## src/rtl/kypd_scan_ctrl_if.sv

```systemverilog
// Key event channel between the keypad scanner and its consumer.
//   key_code  : code of the most recent press event
//   key_valid : press event pending, held until acknowledged
//   key_ack   : consumer acknowledge, single-cycle pulse
//   key_held  : debounced stable state is a single key
//   overrun   : sticky, a press event replaced an unacknowledged one
interface kypd_scan_ctrl_if;
    logic [3:0] key_code;
    logic       key_valid;
    logic       key_ack;
    logic       key_held;
    logic       overrun;

    modport master (
        output key_code,
        output key_valid,
        output key_held,
        output overrun,
        input  key_ack
    );

    modport slave (
        input  key_code,
        input  key_valid,
        input  key_held,
        input  overrun,
        output key_ack
    );
endinterface

```

## src/rtl/kypd_scan_ctrl.sv

```systemverilog
// 4x4 keypad scanner: drives columns one-hot low, samples synchronised rows,
// debounces whole scan frames and emits single press events with valid/ack.
//   clk, rst_n : system clock, async active-low reset
//   row_n      : keypad rows, active-low, asynchronous to clk
//   col_n      : column drive, one-hot low
//   key_if     : key event channel (master side)
module kypd_scan_ctrl #(
    parameter int unsigned SCAN_DIV       = 100000,
    parameter int unsigned DEBOUNCE_SCANS = 4
) (
    input  logic                    clk,
    input  logic                    rst_n,
    input  logic [3:0]              row_n,
    output logic [3:0]              col_n,
    kypd_scan_ctrl_if.master        key_if
);
    localparam int unsigned DIV_W = (SCAN_DIV > 1) ? $clog2(SCAN_DIV) : 1;
    localparam int unsigned CNT_W = $clog2(DEBOUNCE_SCANS + 1);
    localparam logic [DIV_W-1:0] DIV_LAST = DIV_W'(SCAN_DIV - 1);
    localparam logic [CNT_W-1:0] CNT_MAX  = CNT_W'(DEBOUNCE_SCANS);
    // Nibble i holds the code of the key at column i/4, row i%4.
    localparam logic [63:0] KEY_MAP = 64'hDCBA_E963_F852_0741;

    typedef enum logic [1:0] {RES_NONE, RES_KEY, RES_MULTI} res_t;

    logic [3:0]       row_s1, row_s2;
    logic [DIV_W-1:0] div;
    logic [1:0]       col_idx;
    logic [3:0][3:0]  frame;        // frame[col][row], 1 = pressed
    logic             eval_pend;    // frame just completed, evaluate this edge

    res_t             res_kind, prev_kind, prev_kind_nxt;
    logic [3:0]       res_code, prev_code, prev_code_nxt;
    logic [CNT_W-1:0] db_cnt, cnt_nxt;
    logic [3:0]       stable_code, stable_code_nxt;
    logic             held_nxt, valid_nxt, ovr_nxt, press;
    logic [3:0]       code_nxt;
    logic [15:0]      frame_flat;
    logic [4:0]       hits;

    // Row synchroniser, column sequencing and frame capture.
    always_ff @(posedge clk or negedge rst_n) begin
        if (!rst_n) begin
            row_s1    <= 4'hF;
            row_s2    <= 4'hF;
            div       <= '0;
            col_idx   <= '0;
            col_n     <= 4'b1110;
            frame     <= '0;
            eval_pend <= 1'b0;
        end else begin
            row_s1 <= row_n;
            row_s2 <= row_s1;
            if (div == DIV_LAST) begin
                div            <= '0;
                frame[col_idx] <= ~row_s2;
                col_idx        <= 2'(col_idx + 2'd1);
                col_n          <= {col_n[2:0], col_n[3]};
                eval_pend      <= (col_idx == 2'd3);
            end else begin
                div       <= DIV_W'(div + 1'b1);
                eval_pend <= 1'b0;
            end
        end
    end

    // Classify the completed frame: none, exactly one key, or several.
    always_comb begin
        frame_flat = frame;
        hits       = '0;
        res_code   = '0;
        for (int i = 0; i < 16; i++) begin
            if (frame_flat[i]) begin
                hits     = 5'(hits + 5'd1);
                res_code = KEY_MAP[i*4 +: 4];
            end
        end
        if (hits == 5'd0)      res_kind = RES_NONE;
        else if (hits == 5'd1) res_kind = RES_KEY;
        else                   res_kind = RES_MULTI;
    end

    // Debounce / stable-state / handshake next-state logic.
    always_comb begin
        prev_kind_nxt   = prev_kind;
        prev_code_nxt   = prev_code;
        cnt_nxt         = db_cnt;
        held_nxt        = key_if.key_held;
        stable_code_nxt = stable_code;
        press           = 1'b0;
        code_nxt        = key_if.key_code;
        valid_nxt       = key_if.key_valid;
        ovr_nxt         = key_if.overrun;

        if (eval_pend) begin
            prev_kind_nxt = res_kind;
            prev_code_nxt = res_code;
            if (res_kind == RES_MULTI) begin
                cnt_nxt = '0;
            end else begin
                if (res_kind == prev_kind && (res_kind == RES_NONE || res_code == prev_code))
                    cnt_nxt = (db_cnt == CNT_MAX) ? db_cnt : CNT_W'(db_cnt + 1'b1);
                else
                    cnt_nxt = CNT_W'(1);
                if (cnt_nxt == CNT_MAX) begin
                    if (res_kind == RES_NONE) begin
                        held_nxt = 1'b0;
                    end else if (!key_if.key_held || res_code != stable_code) begin
                        held_nxt        = 1'b1;
                        stable_code_nxt = res_code;
                        press           = 1'b1;
                    end
                end
            end
        end

        // A new event always wins over a coincident ack; the ack still
        // counts as having consumed the previous event.
        if (press) begin
            code_nxt  = res_code;
            valid_nxt = 1'b1;
            if (key_if.key_valid) ovr_nxt = !key_if.key_ack;
        end else if (key_if.key_ack && key_if.key_valid) begin
            valid_nxt = 1'b0;
            ovr_nxt   = 1'b0;
        end
    end

    // Debounce state and output registers.
    always_ff @(posedge clk or negedge rst_n) begin
        if (!rst_n) begin
            prev_kind        <= RES_NONE;
            prev_code        <= '0;
            db_cnt           <= '0;
            stable_code      <= '0;
            key_if.key_held  <= 1'b0;
            key_if.key_code  <= '0;
            key_if.key_valid <= 1'b0;
            key_if.overrun   <= 1'b0;
        end else begin
            prev_kind        <= prev_kind_nxt;
            prev_code        <= prev_code_nxt;
            db_cnt           <= cnt_nxt;
            stable_code      <= stable_code_nxt;
            key_if.key_held  <= held_nxt;
            key_if.key_code  <= code_nxt;
            key_if.key_valid <= valid_nxt;
            key_if.overrun   <= ovr_nxt;
        end
    end
endmodule
```

## src/flat_wrapper.sv

```systemverilog
// flat-port wrapper written by rule: the top's interface ports become plain ports
module kypd_scan_ctrl_flat 
#(
    parameter int unsigned SCAN_DIV       = 100000,
    parameter int unsigned DEBOUNCE_SCANS = 4
)
  (clk, rst_n, row_n, col_n, key_if_key_code, key_if_key_valid, key_if_key_held, key_if_overrun, key_if_key_ack);
  kypd_scan_ctrl_if key_if_i ();
  input  logic clk;
  input  logic rst_n;
  input  logic [3:0] row_n;
  output logic [3:0] col_n;
  output wire logic [$bits(key_if_i.key_code)-1:0] key_if_key_code;
  output wire logic [$bits(key_if_i.key_valid)-1:0] key_if_key_valid;
  output wire logic [$bits(key_if_i.key_held)-1:0] key_if_key_held;
  output wire logic [$bits(key_if_i.overrun)-1:0] key_if_overrun;
  input wire logic [$bits(key_if_i.key_ack)-1:0] key_if_key_ack;
  assign key_if_key_code = key_if_i.key_code;
  assign key_if_key_valid = key_if_i.key_valid;
  assign key_if_key_held = key_if_i.key_held;
  assign key_if_overrun = key_if_i.overrun;
  assign key_if_i.key_ack = key_if_key_ack;
  kypd_scan_ctrl #(.SCAN_DIV(SCAN_DIV), .DEBOUNCE_SCANS(DEBOUNCE_SCANS)) u_core (.clk(clk), .rst_n(rst_n), .row_n(row_n), .col_n(col_n), .key_if(key_if_i));
endmodule
```

## config.mk

```make
export PLATFORM = sky130hd
export DESIGN_NAME = kypd_scan_ctrl_flat
export DESIGN_NICKNAME = d
export VERILOG_FILES = /design/src/rtl/kypd_scan_ctrl_if.sv /design/src/rtl/kypd_scan_ctrl.sv /design/src/flat_wrapper.sv
export SDC_FILE = /design/constraint.sdc
export NUM_CORES = 1
export LEC_CHECK = 0
export CORE_MARGIN = 1.5
export CORE_UTILIZATION = 30
export CTS_CLUSTER_SIZE = 28
export DETAILED_ROUTE_END_ITERATION = 16
export HOLD_SLACK_MARGIN = 0.02
export PLACE_DENSITY_LB_ADDON = 0.15
export SYNTH_ARGS = -nofsm -noshare
export SYNTH_HDL_FRONTEND = slang
export SYNTH_SLANG_ARGS = --single-unit
```

## constraint.sdc

```tcl
create_clock -name clk -period 15.9 [get_ports clk]
set_input_delay 3.18 -clock clk [delete_from_list [all_inputs] [get_ports clk]]
set_output_delay 3.18 -clock clk [all_outputs]
set_load 0.02 [all_outputs]
```

==> After elaboration in Yosys (flattened, before gate mapping) <==
Index checks and enable logic that the tools add are counted.
{ "classes": {"add_sub_neg": 18, "n_mul": 0, "div": 0, "magnitude_cmp": 2, "eq_ne": 10, "n_shift": 0, "n_mux": 55, "n_bitwise": 3, "reduce_logical": 14} }
{ "op_table": {"columns": ["cell", "n"], "rows": [
  ["2-to-1 mux 5 bit", 15],
  ["adder 5 x 1 -> 5 bit, second input constant", 14],
  ["2-to-1 mux 4 bit", 11],
  ["2-to-1 mux 3 bit", 10],
  ["adder 17 x 1 -> 17 bit, second input constant", 1],
  ["== test 17 bit, second input constant", 1],
  ["2-to-1 mux 17 bit", 1],
  ["bitwise mux 16 bit", 1],
  ["2-to-1 mux 1 bit", 14],
  ["demux 4 bit (select 2 bit)", 1],
  ["== test 3 bit, second input constant", 2],
  ["== test 5 x 1 -> 1 bit, second input constant", 1],
  ["logical NOT 5 bit", 1],
  ["AND reduction 5 bit", 1],
  ["== test 2 bit, second input constant", 2],
  ["== test 4 bit", 1],
  ["2-to-1 mux 2 bit", 2],
  ["!= test 4 bit", 1],
  ["inverter 4 bit", 1],
  ["AND reduction 4 bit", 1],
  ["nonzero test 2 bit", 2],
  ["adder 3 x 1 -> 3 bit, second input constant", 1],
  ["logical AND 1 bit", 3],
  ["< comparator 2 x 3 -> 1 bit, second input constant", 1],
  ["other kinds (10)", 13]
]} }
{ "word_totals": {"regBits": 68, "latchBits": 0, "mem_bits_rw": 0, "rom_bits": 0, "n_memories": 0} }

==> Longest topological paths before layout <==
{ "depth": {"ltp_word": 46, "mapped_depth": 50, "depth_no_buf": 50} }

==> Worst setup path after synthesis <==
Ideal clock, no wire load.
{ "synth_path": {"path_kind": "register to register", "from": "reg u_core.frame[0] (netlist name)", "to": "reg u_core.key_if.key_held", "arrival_ns": 8.915, "t_required_ns": 15.772, "path_slack_ns": 6.858, "path_stages_with_launch": 50, "synth_period_minus_slack_ns": 9.042, "cell_sequence": "dfrtp_1 -> inv_1 -> ha_1 -> xnor2_2 -> inv_1 -> ha_1 -> nand2_1 -> o21ai_0 -> ha_1 -> nand2_1 -> o211ai_1 -> ha_1 -> inv_1 -> a21oi_1 -> ha_1 -> nand2b_1 -> nand2_1 -> a21oi_1 -> [... 14 more ...] -> ha_1 -> mux2_2 -> ha_1 -> mux2i_1 -> o31ai_1 -> ha_1 -> nand2_1 -> o221ai_1 -> ha_1 -> mux2_2 -> ha_1 -> nor2b_1 -> nand2_1 -> nor2_1 -> nand2_1 -> or3b_1 -> mux2i_1 -> mux2_1"} }
{ "synth_between": {"elab_chain_cells": 42} }
{ "synth_lines": {"columns": ["item", "line", "source"], "rows": [
  ["start: declaration", "kypd_scan_ctrl.sv:29", "logic [3:0][3:0] frame;"],
  ["start signal: indexed assignment", "kypd_scan_ctrl.sv:56", "frame[col_idx] <= ~row_s2;"],
  ["2-to-1 mux 1 bit", "kypd_scan_ctrl.sv:73", "if (frame_flat[i]) begin"],
  ["adder 1 x 1 -> 2 bit", "kypd_scan_ctrl.sv:74", "hits = 5'(hits + 5'd1);"],
  ["2-to-1 mux 5 bit", "kypd_scan_ctrl.sv:73", null],
  ["adder 5 x 1 -> 5 bit", "kypd_scan_ctrl.sv:74", null],
  ["2-to-1 mux 5 bit", "kypd_scan_ctrl.sv:73", null],
  ["adder 5 x 1 -> 5 bit", "kypd_scan_ctrl.sv:74", null],
  ["2-to-1 mux 5 bit", "kypd_scan_ctrl.sv:73", null],
  ["adder 5 x 1 -> 5 bit", "kypd_scan_ctrl.sv:74", null],
  ["[... 26 more ...]", null, null],
  ["logical NOT 2 bit", "kypd_scan_ctrl.sv:101, kypd_scan_ctrl.sv:106", null],
  ["logical OR 1 bit", "kypd_scan_ctrl.sv:101", "if (res_kind == prev_kind && (res_kind == RES_NONE || res_code == prev_code))"],
  ["logical AND 1 bit", "kypd_scan_ctrl.sv:101", null],
  ["2-to-1 mux 3 bit", "kypd_scan_ctrl.sv:101", null],
  ["2-to-1 mux 3 bit", "kypd_scan_ctrl.sv:98", "if (res_kind == RES_MULTI) begin"],
  ["2-to-1 mux 3 bit", "kypd_scan_ctrl.sv:95", "if (eval_pend) begin"],
  ["== test 3 bit", "kypd_scan_ctrl.sv:105", "if (cnt_nxt == CNT_MAX) begin"],
  ["AND reduction 4 bit (no source line)", null, null],
  ["end signal: assignment", "kypd_scan_ctrl.sv:145", "key_if.key_held <= held_nxt;"],
  ["end: declaration", "kypd_scan_ctrl_if.sv:17", "output key_held,"]
]} }
Parallel ways exist; a longest one is shown, timed or not. The select of a mux whose other input is x is not followed.
A chain may end at the register's enable or synchronous reset.

==> Final worst setup path <==
{ "layout_path": {"from": "reg u_core.frame[0] (netlist name)", "to": "reg u_core.key_if.key_code[3]"} }
{ "layout_between": {"elab_chain_cells": 44} }
{ "layout_lines": {"columns": ["item", "line", "source"], "rows": [
  ["2-to-1 mux 1 bit", "kypd_scan_ctrl.sv:73", null],
  ["adder 1 x 1 -> 2 bit", "kypd_scan_ctrl.sv:74", null],
  ["2-to-1 mux 5 bit", "kypd_scan_ctrl.sv:73", null],
  ["adder 5 x 1 -> 5 bit", "kypd_scan_ctrl.sv:74", null],
  ["2-to-1 mux 5 bit", "kypd_scan_ctrl.sv:73", null],
  ["adder 5 x 1 -> 5 bit", "kypd_scan_ctrl.sv:74", null],
  ["2-to-1 mux 5 bit", "kypd_scan_ctrl.sv:73", null],
  ["adder 5 x 1 -> 5 bit", "kypd_scan_ctrl.sv:74", null],
  ["[... 28 more ...]", null, null],
  ["logical AND 1 bit", "kypd_scan_ctrl.sv:101", null],
  ["2-to-1 mux 3 bit", "kypd_scan_ctrl.sv:101", null],
  ["2-to-1 mux 3 bit", "kypd_scan_ctrl.sv:98", null],
  ["2-to-1 mux 3 bit", "kypd_scan_ctrl.sv:95", null],
  ["== test 3 bit", "kypd_scan_ctrl.sv:105", null],
  ["2-to-1 mux 1 bit", "kypd_scan_ctrl.sv:105", null],
  ["2-to-1 mux 1 bit *", "kypd_scan_ctrl.sv:98", null],
  ["2-to-1 mux 1 bit *", "kypd_scan_ctrl.sv:95", null],
  ["end signal: assignment", "kypd_scan_ctrl.sv:146", "key_if.key_code <= code_nxt;"],
  ["end: declaration", "kypd_scan_ctrl_if.sv:15", "output key_code,"]
]} }
Mark *: on every way between the ends. The rest lies on a longest branch, timed or not. The select of a mux whose other input is x is not followed.

==> results.txt <==
----------------------------------------------------
[GRT]
  Initial antenna violation count ... 0
  Largest net degree at the start of global routing ... about 70
  Remaining global-route overflow ... 0
  Global-route usage over all layers ... between 10% and 20%
  Number of global-route vias before repair ... around 3.2k
  Wire length of the first global-routing pass ... 15800 um

[Cells and area]
  Post-route non-filler standard cell count ... slightly below 700
  Final core utilization ... between 30% and 40%
  Share of layout cells above drive strength 1 ... 10.26%
  Commonest cells after routing, fill and taps aside ... sky130_fd_sc_hd__nand2_1 (57), sky130_fd_sc_hd__dfrtp_1 (57), sky130_fd_sc_hd__xnor2_1 (43), sky130_fd_sc_hd__nor2_1 (33), sky130_fd_sc_hd__o21ai_0 (31)
  Number of diodes ... 0
  Area added between synthesis and finish ... 13.79%
  Final non-filler cell area ... around 5200 um2
  Final net count ... approximately 530

[Critical path]
  CP most frequent cell ... sky130_fd_sc_hd__ha_1
  Slowest Stage Delay on Critical Path ... about 480 ps
  Critical path launch point type ... flop
  Slowest stage cell on the critical path ... sky130_fd_sc_hd__and3_1
  Kind of critical path ... reg2reg
  Largest driver fanout on the critical path ... 10
  Crit path arrival time ... 10020 ps
  Type of destination of the critical path ... flop
  Data required time at the worst endpoint ... 16110 ps
  Gate family responsible for the most delay along the worst path ... adder cells
  Buf+Inv Stages, Crit Path ... 5

[Clocking]
  Clock-pin slew on the worst setup and hold paths ... ~60 ps
  Post-CTS setup-driven buffer insertion count ... 0
  Post-CTS Hold Fix Bufs ... 0
  Worst-case clock buffer depth ... 2
  Root Buffer ... sky130_fd_sc_hd__clkbuf_16
  # resized after CTS ... 0
  CTS Buf Count ... 9
  Clock sink total ... between 60 and 70
  Clock tree from TritonCTS ... done
  Clock latency at the later pin of the worst-skew pair ... about 320 ps
  CTS HTree Levels ... 3

[Synthesis]
  Ys flop type ... sky130_fd_sc_hd__dfrtp_1
  Post-synthesis net count ... around 520
  Share of synthesized area occupied by flip-flops and latches ... a little under two fifths
  Number of flops mapped to enable cells by yosys ... 0
  Synth Cell Area ... between 4000 and 5000 um2
  Synth Register Bits ... 68
  Cells after Synth ... between 400 and 500
  Mean Syn Cell Area ... approximately 9.3 um2
  Async set-or-reset flop fraction in the synthesized netlist ... 100.0%
  Synthesis warning total ... 0
  Post-synthesis cell type count ... between 50 and 60

[Timing]
  Setup repair after global routing missed its margin ... false
  Post-route setup TNS ... 0 ps
  Final hold violations ... 0
  Max-slew headroom at the worst pin ... approximately 42%
  Final Max Tran Viols ... 0
  Maximum achievable frequency ... about 0.10 GHz
  Final clock skew ... between 5 and 6 ps
  Portion of the clock cycle consumed by the worst path in the final layout ... between 60% and 70%
  Pin slew with the least headroom to its limit ... about 870 ps
  Final setup violation count ... 0
  Post-route minimum period ... around 9800 ps

[Power]
  Worst vdd ir ... 0.05245 mV
  Leakage power ... approximately 2.3 nW
  Pwr Density ... ~73 nW/um2

[Route]
  Count of antenna-violating nets left after detailed routing ... 0
  Via density per instance ... ~4.8
  DRC violation count after routing ... 0
  Number of DRC markers after the initial detailed-route iteration ... 174
  Number of vias after detailed routing ... 3332
  First-pass detailed-route iteration total ... 4
  Post-detailed-routing wire length ... about 8900 um
  DR WL/cell ... approximately 13 um

[Outcome]
  Run status ... complete, no violations

[Job]
  Max_cap viols ... 0

[Floorplanning]
  Horizontal die dimension ... 127.0 um
  Floorplan die area ... 16120 um2
  I/O pin count ... 18
  Chip height ... ~130 um
  CORE AREA ... 15090 um2
  Initial core utilization ... about 31%
  Placement row count ... 45

[Placement]
  PortBufs ... 17
  Total placed instance area ... 4937 um2
  DP Cell Count ... around 680
  Placer Congestion ... slightly above 0.7
  Half-perimeter wire length after placement ... about 6600 um

[Min path]
  Hold Path Class ... reg2reg

----------------------------------------------------
==> area by class of cell <==
| type | instances | area, um2 |
|---|---|---|
| fillers | 1555 | 9844 |
| clock inverters | 1 | 30.03 |
| multi-input cells | 376 | 2701 |
| flip-flops and latches | 68 | 1715 |
| repair buffers | 19 | 180.2 |
| well taps | 188 | 235.2 |
| clock buffers | 15 | 277.8 |
| inverters | 28 | 105.1 |
==> state kept, by name (all words and copies together) (netlist names) <==
name	cells
u_core.key_if.key_held	1
u_core.eval_pend	1
u_core.key_if.overrun	1
u_core.div	17
u_core.prev_kind	2
u_core.stable_code	4
u_core.key_if.key_valid	1
u_core.row_s2	4
u_core.key_if.key_code	4
u_core.prev_code	4
u_core.col_idx	2
u_core.frame	16
u_core.row_s1	4
u_core.col_n	4
u_core.db_cnt	3
==> metal layers <==
layer / vias to the layer above / track usage (%) / wire [um]
met2: 24 / 19.60 / 4030
met1: 1571 / 16.01 / 4588
met5: - / 0 / 0
li1: 1724 / - / -
met3: 13 / 2.067 / 170
met4: 0 / 4.479 / 137
==> kinds of logic (layout without fill, tap and decap cells) <==
logic type / count (synthesis) / in the layout / share of synthesized area [%]
and+or+nand+nor: 164 / 164 / 17.18
AOI/OAI and AO/OA: 87 / 87 / 11.35
xor gates and xnor gates: 72 / 72 / 16.91
DFF: 68 / 68 / 37.22
buffers and inverters: 49 / 63 / 4.180
muxes: 29 / 29 / 6.705
adders and majority gates: 24 / 24 / 6.460
==> stage by stage <==
step | worst slack, ps | hold WS (ps) | power (mW)
finish | 6089 | 353.4 | 0.3851
global route | 5264 | 359.5 | 0.3991
CTS | 6023 | 355.5 | 0.3922
detailed placement | 6052 | 347.8 | 0.1841
global placement | 6323 | 345.9 | 0.1841
floorplan | 6858 | 345.2 | 0.1785
==> cell usage after synthesis, types with 2 or more instances <==
cell	count	share of area [%]
sky130_fd_sc_hd__a211oi_1	4	0.65
sky130_fd_sc_hd__a21o_1	2	0.33
sky130_fd_sc_hd__a21oi_1	23	2.5
sky130_fd_sc_hd__a31oi_1	3	0.41
sky130_fd_sc_hd__a32oi_1	3	0.57
sky130_fd_sc_hd__and2_1	2	0.27
sky130_fd_sc_hd__and3_1	6	0.81
sky130_fd_sc_hd__buf_2	4	0.43
sky130_fd_sc_hd__clkbuf_1	16	1.3
sky130_fd_sc_hd__dfrtp_1	57	31
sky130_fd_sc_hd__dfstp_2	11	6.3
sky130_fd_sc_hd__ha_1	23	6.2
sky130_fd_sc_hd__inv_1	27	2.2
sky130_fd_sc_hd__mux2_1	5	1.2
sky130_fd_sc_hd__mux2_2	10	2.4
sky130_fd_sc_hd__mux2i_1	14	3.0
sky130_fd_sc_hd__nand2_1	57	4.6
sky130_fd_sc_hd__nand2b_1	2	0.27
sky130_fd_sc_hd__nand3_1	20	2.2
sky130_fd_sc_hd__nand3b_1	3	0.49
sky130_fd_sc_hd__nand4_1	10	1.4
sky130_fd_sc_hd__nor2_1	33	2.7
sky130_fd_sc_hd__nor2b_1	4	0.54
sky130_fd_sc_hd__nor3_1	9	0.98
sky130_fd_sc_hd__nor4b_1	2	0.38
sky130_fd_sc_hd__o211ai_1	2	0.33
sky130_fd_sc_hd__o21a_1	2	0.33
sky130_fd_sc_hd__o21ai_0	31	3.4
sky130_fd_sc_hd__o21bai_1	4	0.65
sky130_fd_sc_hd__o22ai_1	5	0.68
sky130_fd_sc_hd__or2_2	4	0.54
sky130_fd_sc_hd__or3_1	2	0.27
sky130_fd_sc_hd__or4_1	2	0.33
sky130_fd_sc_hd__xnor2_1	43	8.2
sky130_fd_sc_hd__xnor2_2	4	1.4
sky130_fd_sc_hd__xnor3_1	5	2.4
sky130_fd_sc_hd__xor2_1	16	3.0
sky130_fd_sc_hd__xor2_2	2	0.71
==> final timing paths <==
path	from	endpoint	slack, ps	depth (start not counted)
max	u_core.frame[0]	u_core.key_if.key_code[3]	6090	48
min	u_core.row_s1[2]	u_core.row_s2[2]	350	0
max reg2reg	u_core.frame[0]	u_core.key_if.key_code[3]	6090	48
min reg2reg	u_core.row_s1[2]	u_core.row_s2[2]	350	0
max in group asynchronous	rst_n	u_core.frame[0]	12280	2
min in group asynchronous	rst_n	u_core.prev_kind[1]	3030	2
==> power by group <==
part           leakage, nW  internal [mW]  switching, mW  total [mW]
sequential           0.897          0.175       0.000745       0.176
combinational         1.24        0.00133        0.00350     0.00483
clock                0.150          0.134         0.0699       0.204
total                 2.29          0.311         0.0742       0.385
No activity file was read; power rests on OpenSTA's default activity.
